<file path="config.mk">
export PLATFORM = sky130hd
export DESIGN_NAME = multicycle_ctrl
export DESIGN_NICKNAME = d
export VERILOG_FILES = /design/src/rtl/multicycle_ctrl.sv
export SDC_FILE = /design/constraint.sdc
export NUM_CORES = 1
export LEC_CHECK = 0
export BUFFER_PORTS_ARGS = -buffer_cell sky130_fd_sc_hd__buf_2
export CORE_UTILIZATION = 39
export DETAILED_ROUTE_END_ITERATION = 6
export PLACE_DENSITY = 0.81
export SYNTH_ARGS = -nofsm -noshare
export SYNTH_HDL_FRONTEND = slang
export SYNTH_SLANG_ARGS = --single-unit
</file>
<file path="constraint.sdc">
create_clock -name clk -period 1.2 [get_ports clk]
set_input_delay 0.18 -clock clk [delete_from_list [all_inputs] [get_ports clk]]
set_output_delay 0.18 -clock clk [all_outputs]
set_load 0.05 [all_outputs]
</file>
<file path="src/rtl/multicycle_ctrl.sv">
// Control FSM for the shared multicycle ARM datapath: walks each instruction through
// fetch/decode/execute/memory/writeback and stalls on the memory handshake.
module multicycle_ctrl #(
    parameter bit MEM_HS    = 1'b1,
    parameter bit CMP_NO_WB = 1'b1
) (
    input  logic       clk,
    input  logic       reset,
    input  logic [1:0] Op,
    input  logic [5:0] Funct,
    input  logic [3:0] Rd,
    input  logic       CondEx,
    input  logic       MemReady,
    output logic       IRWrite,
    output logic       AdrSrc,
    output logic [1:0] ALUSrcA,
    output logic [1:0] ALUSrcB,
    output logic [1:0] ResultSrc,
    output logic [1:0] ImmSrc,
    output logic [1:0] RegSrc,
    output logic [2:0] ALUControl,
    output logic [1:0] FlagW,
    output logic       PCWrite,
    output logic       RegW,
    output logic       MemW,
    output logic       MemB,
    output logic       Retire
);

    typedef enum logic [3:0] {
        FETCH    = 4'd0,
        DECODE   = 4'd1,
        MEMADR   = 4'd2,
        MEMREAD  = 4'd3,
        MEMWB    = 4'd4,
        MEMWRITE = 4'd5,
        EXECR    = 4'd6,
        EXECI    = 4'd7,
        ALUWB    = 4'd8,
        BRANCH   = 4'd9,
        UNKNOWN  = 4'd10
    } state_t;

    localparam logic [2:0] ALU_ADD  = 3'b000;
    localparam logic [2:0] ALU_SUB  = 3'b001;
    localparam logic [2:0] ALU_AND  = 3'b010;
    localparam logic [2:0] ALU_ORR  = 3'b011;
    localparam logic [2:0] ALU_EOR  = 3'b100;
    localparam logic [2:0] ALU_PASS = 3'b101;

    state_t     state;
    state_t     next_state;
    logic       ready;
    logic       is_cmp;
    logic       rd_pc;
    logic       flag_nz;
    logic       arith;
    logic [2:0] dp_alu;

    // With the handshake disabled the memory is assumed to finish every access in one cycle.
    assign ready   = MEM_HS ? MemReady : 1'b1;
    assign is_cmp  = (Funct[4:3] == 2'b10);
    assign rd_pc   = (Rd == 4'd15);
    assign flag_nz = (Funct[0] | is_cmp) & CondEx;
    assign arith   = (dp_alu == ALU_ADD) || (dp_alu == ALU_SUB);

    always_comb begin
        case (Funct[4:1])
            4'b0100: dp_alu = ALU_ADD;
            4'b0010: dp_alu = ALU_SUB;
            4'b0000: dp_alu = ALU_AND;
            4'b1100: dp_alu = ALU_ORR;
            4'b0001: dp_alu = ALU_EOR;
            4'b1000: dp_alu = ALU_AND;
            4'b1001: dp_alu = ALU_EOR;
            4'b1010: dp_alu = ALU_SUB;
            4'b1011: dp_alu = ALU_ADD;
            4'b1101: dp_alu = ALU_PASS;
            default: dp_alu = ALU_ADD;
        endcase
    end

    always_ff @(posedge clk) begin
        if (reset) state <= FETCH;
        else       state <= next_state;
    end

    // Reset forces fetch-style selects and kills every write strobe in the same cycle.
    always_comb begin
        next_state = state;
        IRWrite    = 1'b0;
        AdrSrc     = 1'b0;
        ALUSrcA    = 2'b00;
        ALUSrcB    = 2'b00;
        ResultSrc  = 2'b00;
        ImmSrc     = 2'b00;
        RegSrc     = {Op == 2'b01, Op == 2'b10};
        ALUControl = ALU_ADD;
        FlagW      = 2'b00;
        PCWrite    = 1'b0;
        RegW       = 1'b0;
        MemW       = 1'b0;
        MemB       = 1'b0;
        Retire     = 1'b0;
        if (reset) begin
            next_state = FETCH;
            ALUSrcA    = 2'b01;
            ALUSrcB    = 2'b10;
            ResultSrc  = 2'b10;
        end else begin
            case (state)
                FETCH: begin
                    ALUSrcA   = 2'b01;
                    ALUSrcB   = 2'b10;
                    ResultSrc = 2'b10;
                    IRWrite   = ready;
                    PCWrite   = ready;
                    if (ready) next_state = DECODE;
                end
                DECODE: begin
                    ALUSrcA = 2'b01;
                    ALUSrcB = 2'b10;
                    case (Op)
                        2'b01:   next_state = MEMADR;
                        2'b10:   next_state = BRANCH;
                        2'b00:   next_state = Funct[5] ? EXECI : EXECR;
                        default: next_state = UNKNOWN;
                    endcase
                end
                MEMADR: begin
                    ALUSrcB    = 2'b01;
                    ImmSrc     = 2'b01;
                    ALUControl = Funct[3] ? ALU_ADD : ALU_SUB;
                    next_state = Funct[0] ? MEMREAD : MEMWRITE;
                end
                MEMREAD: begin
                    AdrSrc = 1'b1;
                    MemB   = Funct[2];
                    if (ready) next_state = MEMWB;
                end
                MEMWRITE: begin
                    AdrSrc = 1'b1;
                    MemW   = CondEx;
                    MemB   = Funct[2];
                    if (ready) begin
                        Retire     = 1'b1;
                        next_state = FETCH;
                    end
                end
                MEMWB: begin
                    ResultSrc  = 2'b01;
                    RegW       = CondEx;
                    PCWrite    = CondEx & rd_pc;
                    Retire     = 1'b1;
                    next_state = FETCH;
                end
                EXECR, EXECI: begin
                    ALUSrcB    = (state == EXECI) ? 2'b01 : 2'b00;
                    ALUControl = dp_alu;
                    FlagW      = {flag_nz, flag_nz & arith};
                    if (is_cmp && CMP_NO_WB) begin
                        Retire     = 1'b1;
                        next_state = FETCH;
                    end else begin
                        next_state = ALUWB;
                    end
                end
                ALUWB: begin
                    RegW       = CondEx & ~is_cmp;
                    PCWrite    = CondEx & ~is_cmp & rd_pc;
                    Retire     = 1'b1;
                    next_state = FETCH;
                end
                BRANCH: begin
                    ALUSrcA    = 2'b01;
                    ALUSrcB    = 2'b01;
                    ImmSrc     = 2'b10;
                    ResultSrc  = 2'b10;
                    PCWrite    = CondEx;
                    RegW       = Funct[4] & CondEx;
                    Retire     = 1'b1;
                    next_state = FETCH;
                end
                UNKNOWN: begin
                    Retire     = 1'b1;
                    next_state = FETCH;
                end
                default: next_state = FETCH;
            endcase
        end
    end

endmodule
</file>
==> run_results.csv, run 1 <==
group,metric,value,unit
synth,synthCells,100,
floorplanning,initial_core_util,43.3,%
cts,clk_path_buf_depth,2,
synth,synth_area,676,µm²
run_status,error,"[ERROR DPL-0033] detailed placement checks failed during check placement.",
synth,synth_warnings,0,
synth,synth-edff-count,0,
cts,cts.repair.resized,61,
synth,syn-num-nets,116,
cts,ctsHoldBuffers,0,
placed_design,port_buffers,36,
cts,cts_buffers,3,
floorplanning,die_x,43.6,µm
run_status,status,"did not finish",
floorplanning,dieHeight,43.6,µm
synth,synth_cell_types,41,
synth,async_flop_share,0,%
cts,cts-root-buf,"clkbuf_4",
run_status,lastStage,"clock tree synthesis",
floorplanning,io_pins,38,
synth,ys_ff_latch,4,
cts,cts.sinks,4,
placed_design,dp_slack,-0.349,ns
cts,cts_setup_buffers,7,
synth,synth_area_per_cell,6.76,µm²
placed_design,place.gp.congestion,0.868,
cts,cts.htree.levels,1,
placed_design,place_hpwl,2150,µm
synth,synth_seq_area_share,11.9,%
synth,synth_ff_type,"dfxtp_1",
floorplanning,fp-row-count,14,
synthesized netlist by cell type, types with 2 or more instances:
library cell	count	area [µm²]
nand2_1	6	22.5
buf_2	3	15.0
inv_1	4	15.0
o21ai_1	2	10.0
or2_2	2	12.5
nor2_1	16	60.1
nor4_1	2	12.5
nor2_2	2	12.5
dfxtp_1	4	80.1
nor2b_1	6	37.5
a31oi_1	3	18.8
o21ai_0	2	10.0
nand2b_1	7	43.8
nor3_1	7	35.0
a211oi_1	2	15.0
buf_6	2	22.5
a32oi_1	2	17.5
a21oi_1	5	25.0
logic make-up after synthesis:
family / after synthesis / synth area share (%)
simple gates: 57 / 45.9
compound gates: 24 / 27.0
buf+inv: 11 / 9.44
flops: 4 / 11.9
xor+xnor: 2 / 3.70
mux: 1 / 1.48
other cells: 1 / 0.555
per-stage QoR:
step,utilization (%),instance area [µm²],setup TNS (ns),cells,hold slack [ns]
after detailed placement,81.4,1270,-5.00,180,0.508
after global placement,81.4,1270,-4.23,180,0.496
after floorplan,-,857,-4.27,100,0.288
==> inputs of run 2 (changes only) <==
--- a/config.mk
+++ b/config.mk
@@ -6,9 +6,10 @@
 export NUM_CORES = 1
 export LEC_CHECK = 0
 export BUFFER_PORTS_ARGS = -buffer_cell sky130_fd_sc_hd__buf_2
-export CORE_UTILIZATION = 39
+export CORE_AREA = 2 2 63 65
 export DETAILED_ROUTE_END_ITERATION = 6
-export PLACE_DENSITY = 0.81
+export DIE_AREA = 0 0 65 67
+export PLACE_DENSITY_LB_ADDON = 0.15
 export SYNTH_ARGS = -nofsm -noshare
 export SYNTH_HDL_FRONTEND = slang
 export SYNTH_SLANG_ARGS = --single-unit
==> constraint.sdc (replaced) <==
create_clock -name clk -period 1.6 [get_ports clk]
set_input_delay 0.24 -clock clk [delete_from_list [all_inputs] [get_ports clk]]
set_output_delay 0.24 -clock clk [all_outputs]
set_load 0.05 [all_outputs]
==> run 2 against run 1 <==
Compared with the run above: the flow now finishes, with violations (negative setup slack); area after synthesis stayed put; synthesized cell count stayed put.
==> run_results.csv, run 2 <==
group,metric,value,unit
cells_and_area,largest_reg_flops,4,
global_routing,antenna_found_initial,0,
detailed_routing,viasPerCell,4.59,
synth,synthAdderAreaFrac,0,%
setup_path,regToRegSetupSlack,-0.01,ns
placed_design,port_buffers,36,
floorplanning,fp-row-count,22,
cells_and_area,reg_top3,"state: 4 flops",
synth,synth.most_common_cell,"nor2_1",
pwr,power_density,496,nW/µm²
sta,finalCritPeriodShare,106,%
synth,synthTopCellsByArea,"dfxtp_1, nor2_1, nand2b_1, nor2b_1, nor3_1",
placed_design,place_hpwl,2160,µm
setup_path,path_buf_inv,2,
synth,synth_area_leader_cell,"dfxtp_1",
setup_path,r2r-end,"state[2]",
flow_run,drv_cap,0,
setup_path,cp_slowest_cell,"dfxtp_2",
sta,hold_viol,0,
detailed_routing,drc,0,
detailed_routing,routed_wirelength,2830,µm
setup_path,worst-path-stages,5,
setup_path,setup.worst_path.end,"RegW",
sta,holdWs,0.356,ns
sta,clock.fmax,587,MHz
floorplanning,die_x,65,µm
run_status,status,"finished, violations left",
global_routing,grt_max_degree,15,
detailed_routing,drt_iter0_markers,28,
cells_and_area,largest_register,"state",
cells_and_area,antenna_cells,0,
synth,synthMuxAreaShare,1.48,%
synth,synth_warnings,0,
synth,synth-simple-area-share,45.9,%
sta,drv_slew,0,
synth,synth_ff_type,"dfxtp_1",
min_path,hold_path_depth,3,
pwr,p_int,485,µW
global_routing,track_usage,13.6,%
setup_path,r2r_cells,8,
synth,synthCells,100,
synth,syn-num-nets,116,
setup_path,worstSetupStartpoint,"state[3]",
global_routing,overflow,0,
setup_path,arrival,1.46,ns
setup_path,r2r-start,"state[1]",
synth,synth_top_family_by_area,"simple AND/OR/NAND/NOR gates",
cts,clkTransAtPathRegs,0.03,ns
detailed_routing,vias,992,
pwr,power,803,µW
synth,yosys-top-cells-count,"nor2_1, nand2b_1, nor3_1",
floorplanning,coreArea,3610,µm²
synth,synth_area,676,µm²
synth,synth_cell_types,41,
cts,cts.htree.levels,1,
synth,synth_area_per_cell,6.76,µm²
synth,synthDominantCellAreaShare,11.9,%
global_routing,first_global_vias,990,
setup_path,criticalPathCategory,"flip-flop to output port",
cts,cts-root-buf,"clkbuf_8",
sta,setup_ws,-0.103,ns
setup_path,path_cells,"buf_6 > nand2b_1 > o22a_1 > nor4_4 > buf_6",
synth,ys_ff_latch,4,
cts,clk_latency,0.22,ns
sta,fin_crit,1.70,ns
pwr,switching_share,39.6,%
setup_path,cp_top_family,"simple AND/OR/NAND/NOR gates",
floorplanning,die-area,4360,µm²
pwr,p_switching,318,µW
setup_path,max_stage_delay,0.33,ns
floorplanning,dieHeight,67,µm
floorplanning,io_pins,38,
sta,fin_skew,0.00363,ns
cells_and_area,drive_gt1_share,72.6,%
setup_path,cp_max_fo,5,
min_path,hp-class,"input port to flip-flop",
setup_path,cp-start-kind,"flip-flop",
setup_path,cpMostUsedCell,"buf_6",
sta,setup_viol,12,
pwr,p_leak,0.000662,µW
sta,grt_setup_unrepaired,"yes",
cts,cts.sinks,4,
synth,synth_seq_area_share,11.9,%
run_status,violations,"negative setup slack",
synth,synth-edff-count,0,
cts,cts_tree,"built",
cts,ctsHoldBuffers,0,
setup_path,crit_required,1.36,ns
setup_path,endpoint_kind,"output port",
detailed_routing,antenna_left,0,
pwr,pwr-share-comb,58.8,%
cts,cts_buffers,3,
global_routing,grt_pass1_wl,4630,µm
cells_and_area,area_growth,140,%
pwr,clkPwrFrac,26.8,%
synth,synth_xor_area_share,3.70,%
cells_and_area,mostFrequentLayoutCells,"buf_4, buf_6, buf_2, nor2_1, nor2_4",
cells_and_area,nets,186,
sta,finalSetupTns,-0.700,ns
synth,async_flop_share,0,%
pwr,pwr-share-seq,14.4,%
placed_design,place.gp.congestion,0.833,
detailed_routing,wl_per_cell,13.1,µm
floorplanning,initial_core_util,18.7,%
cells_and_area,final_common_cell,"buf_4",
cts,clk_path_buf_depth,2,
detailed_routing,first_pass_iters,4,
synth,synth-compound-area-share,27.0,%
pwr,peakVddDrop,314,µV
run 2: cell counts after synthesis:
Identical to the previous run, type by type.
run 2: cell families (layout without fill, tap and decap cells):
logic type	after synthesis	after routing
other	1	1
AO/OA/AOI/OAI	24	24
XOR/XNOR	2	2
multiplexers	1	1
buffers and inverters	11	79
flip-flops	4	4
AND/OR/NAND/NOR	57	57
run 2: cell type report:
type | count | area [µm²]
clock buffer | 3 | 41.3
fill | 361 | 1990
inverter | 4 | 15.0
multi-input combinational | 85 | 785
sequential | 4 | 90.1
tap | 48 | 60.1
timing repair buffer | 72 | 629
run 2: layer usage:
metal / share of wire, % / wire length [µm] / vias to the layer above / global-route usage, %
li1: - / - / 493 / -
met1: 42 / 1190 / 472 / 17.3
met2: 54 / 1520 / 25 / 24.1
met3: 4.0 / 113 / 2 / 1.35
met4: 0.46 / 13 / 0 / 3.99
met5: 0 / 0 / - / 0
run 2: power by group through the flow:
| stage | combinational (µW) | sequential, µW | clock (µW) |
|---|---|---|---|
| 2_1_floorplan | 240 | 114 | 0 |
| 3_3_place_gp | 384 | 117 | 0 |
| 3_5_place_dp | 383 | 117 | 0 |
| 4_1_cts | 439 | 115 | 217 |
| 5_1_grt | 502 | 116 | 225 |
| 6_report | 472 | 115 | 216 |
run 2: worst min path at each step:
stage	start	end	slack, ns
finish	Op[1]	state[3]	0.36
floorplan	MemReady	state[2]	0.35
global placement	state[0]	state[0]	0.54
detailed placement	state[0]	state[0]	0.53
CTS	MemReady	state[2]	0.35
global route	Op[1]	state[3]	0.39
run 2: stage by stage:
stage	instance area, µm²	utilization [%]	instances	setup slack, ns
global placement	1230	34.2	204	-0.0424
CTS	1510	41.9	212	-0.106
global route	1620	44.9	216	-0.151
detailed placement	1230	34.2	204	-0.0517
finish	1620	44.9	216	-0.103
floorplan	803	-	100	-0.396
run 2: what timing repair did:
| item | in CTS | in global routing |
|---|---|---|
| setup buffers | 5 | 4 |
| pin swaps | 12 | 4 |
| gates resized for setup | 55 | 17 |
| endpoints found under the setup margin | 18 | 20 |
run 2: worst reg2reg max path, stage by stage, from the launching register on:
cell and delay [ns]:
dfxtp_4 0.35, buf_12 0.13, buf_8 0.13, xnor2_4 0.13, buf_4 0.13, buf_4 0.12, buf_4 0.13, a2111oi_4 0.27
o22ai_1 0.09
No activity file was read; power rests on OpenSTA's default activity.
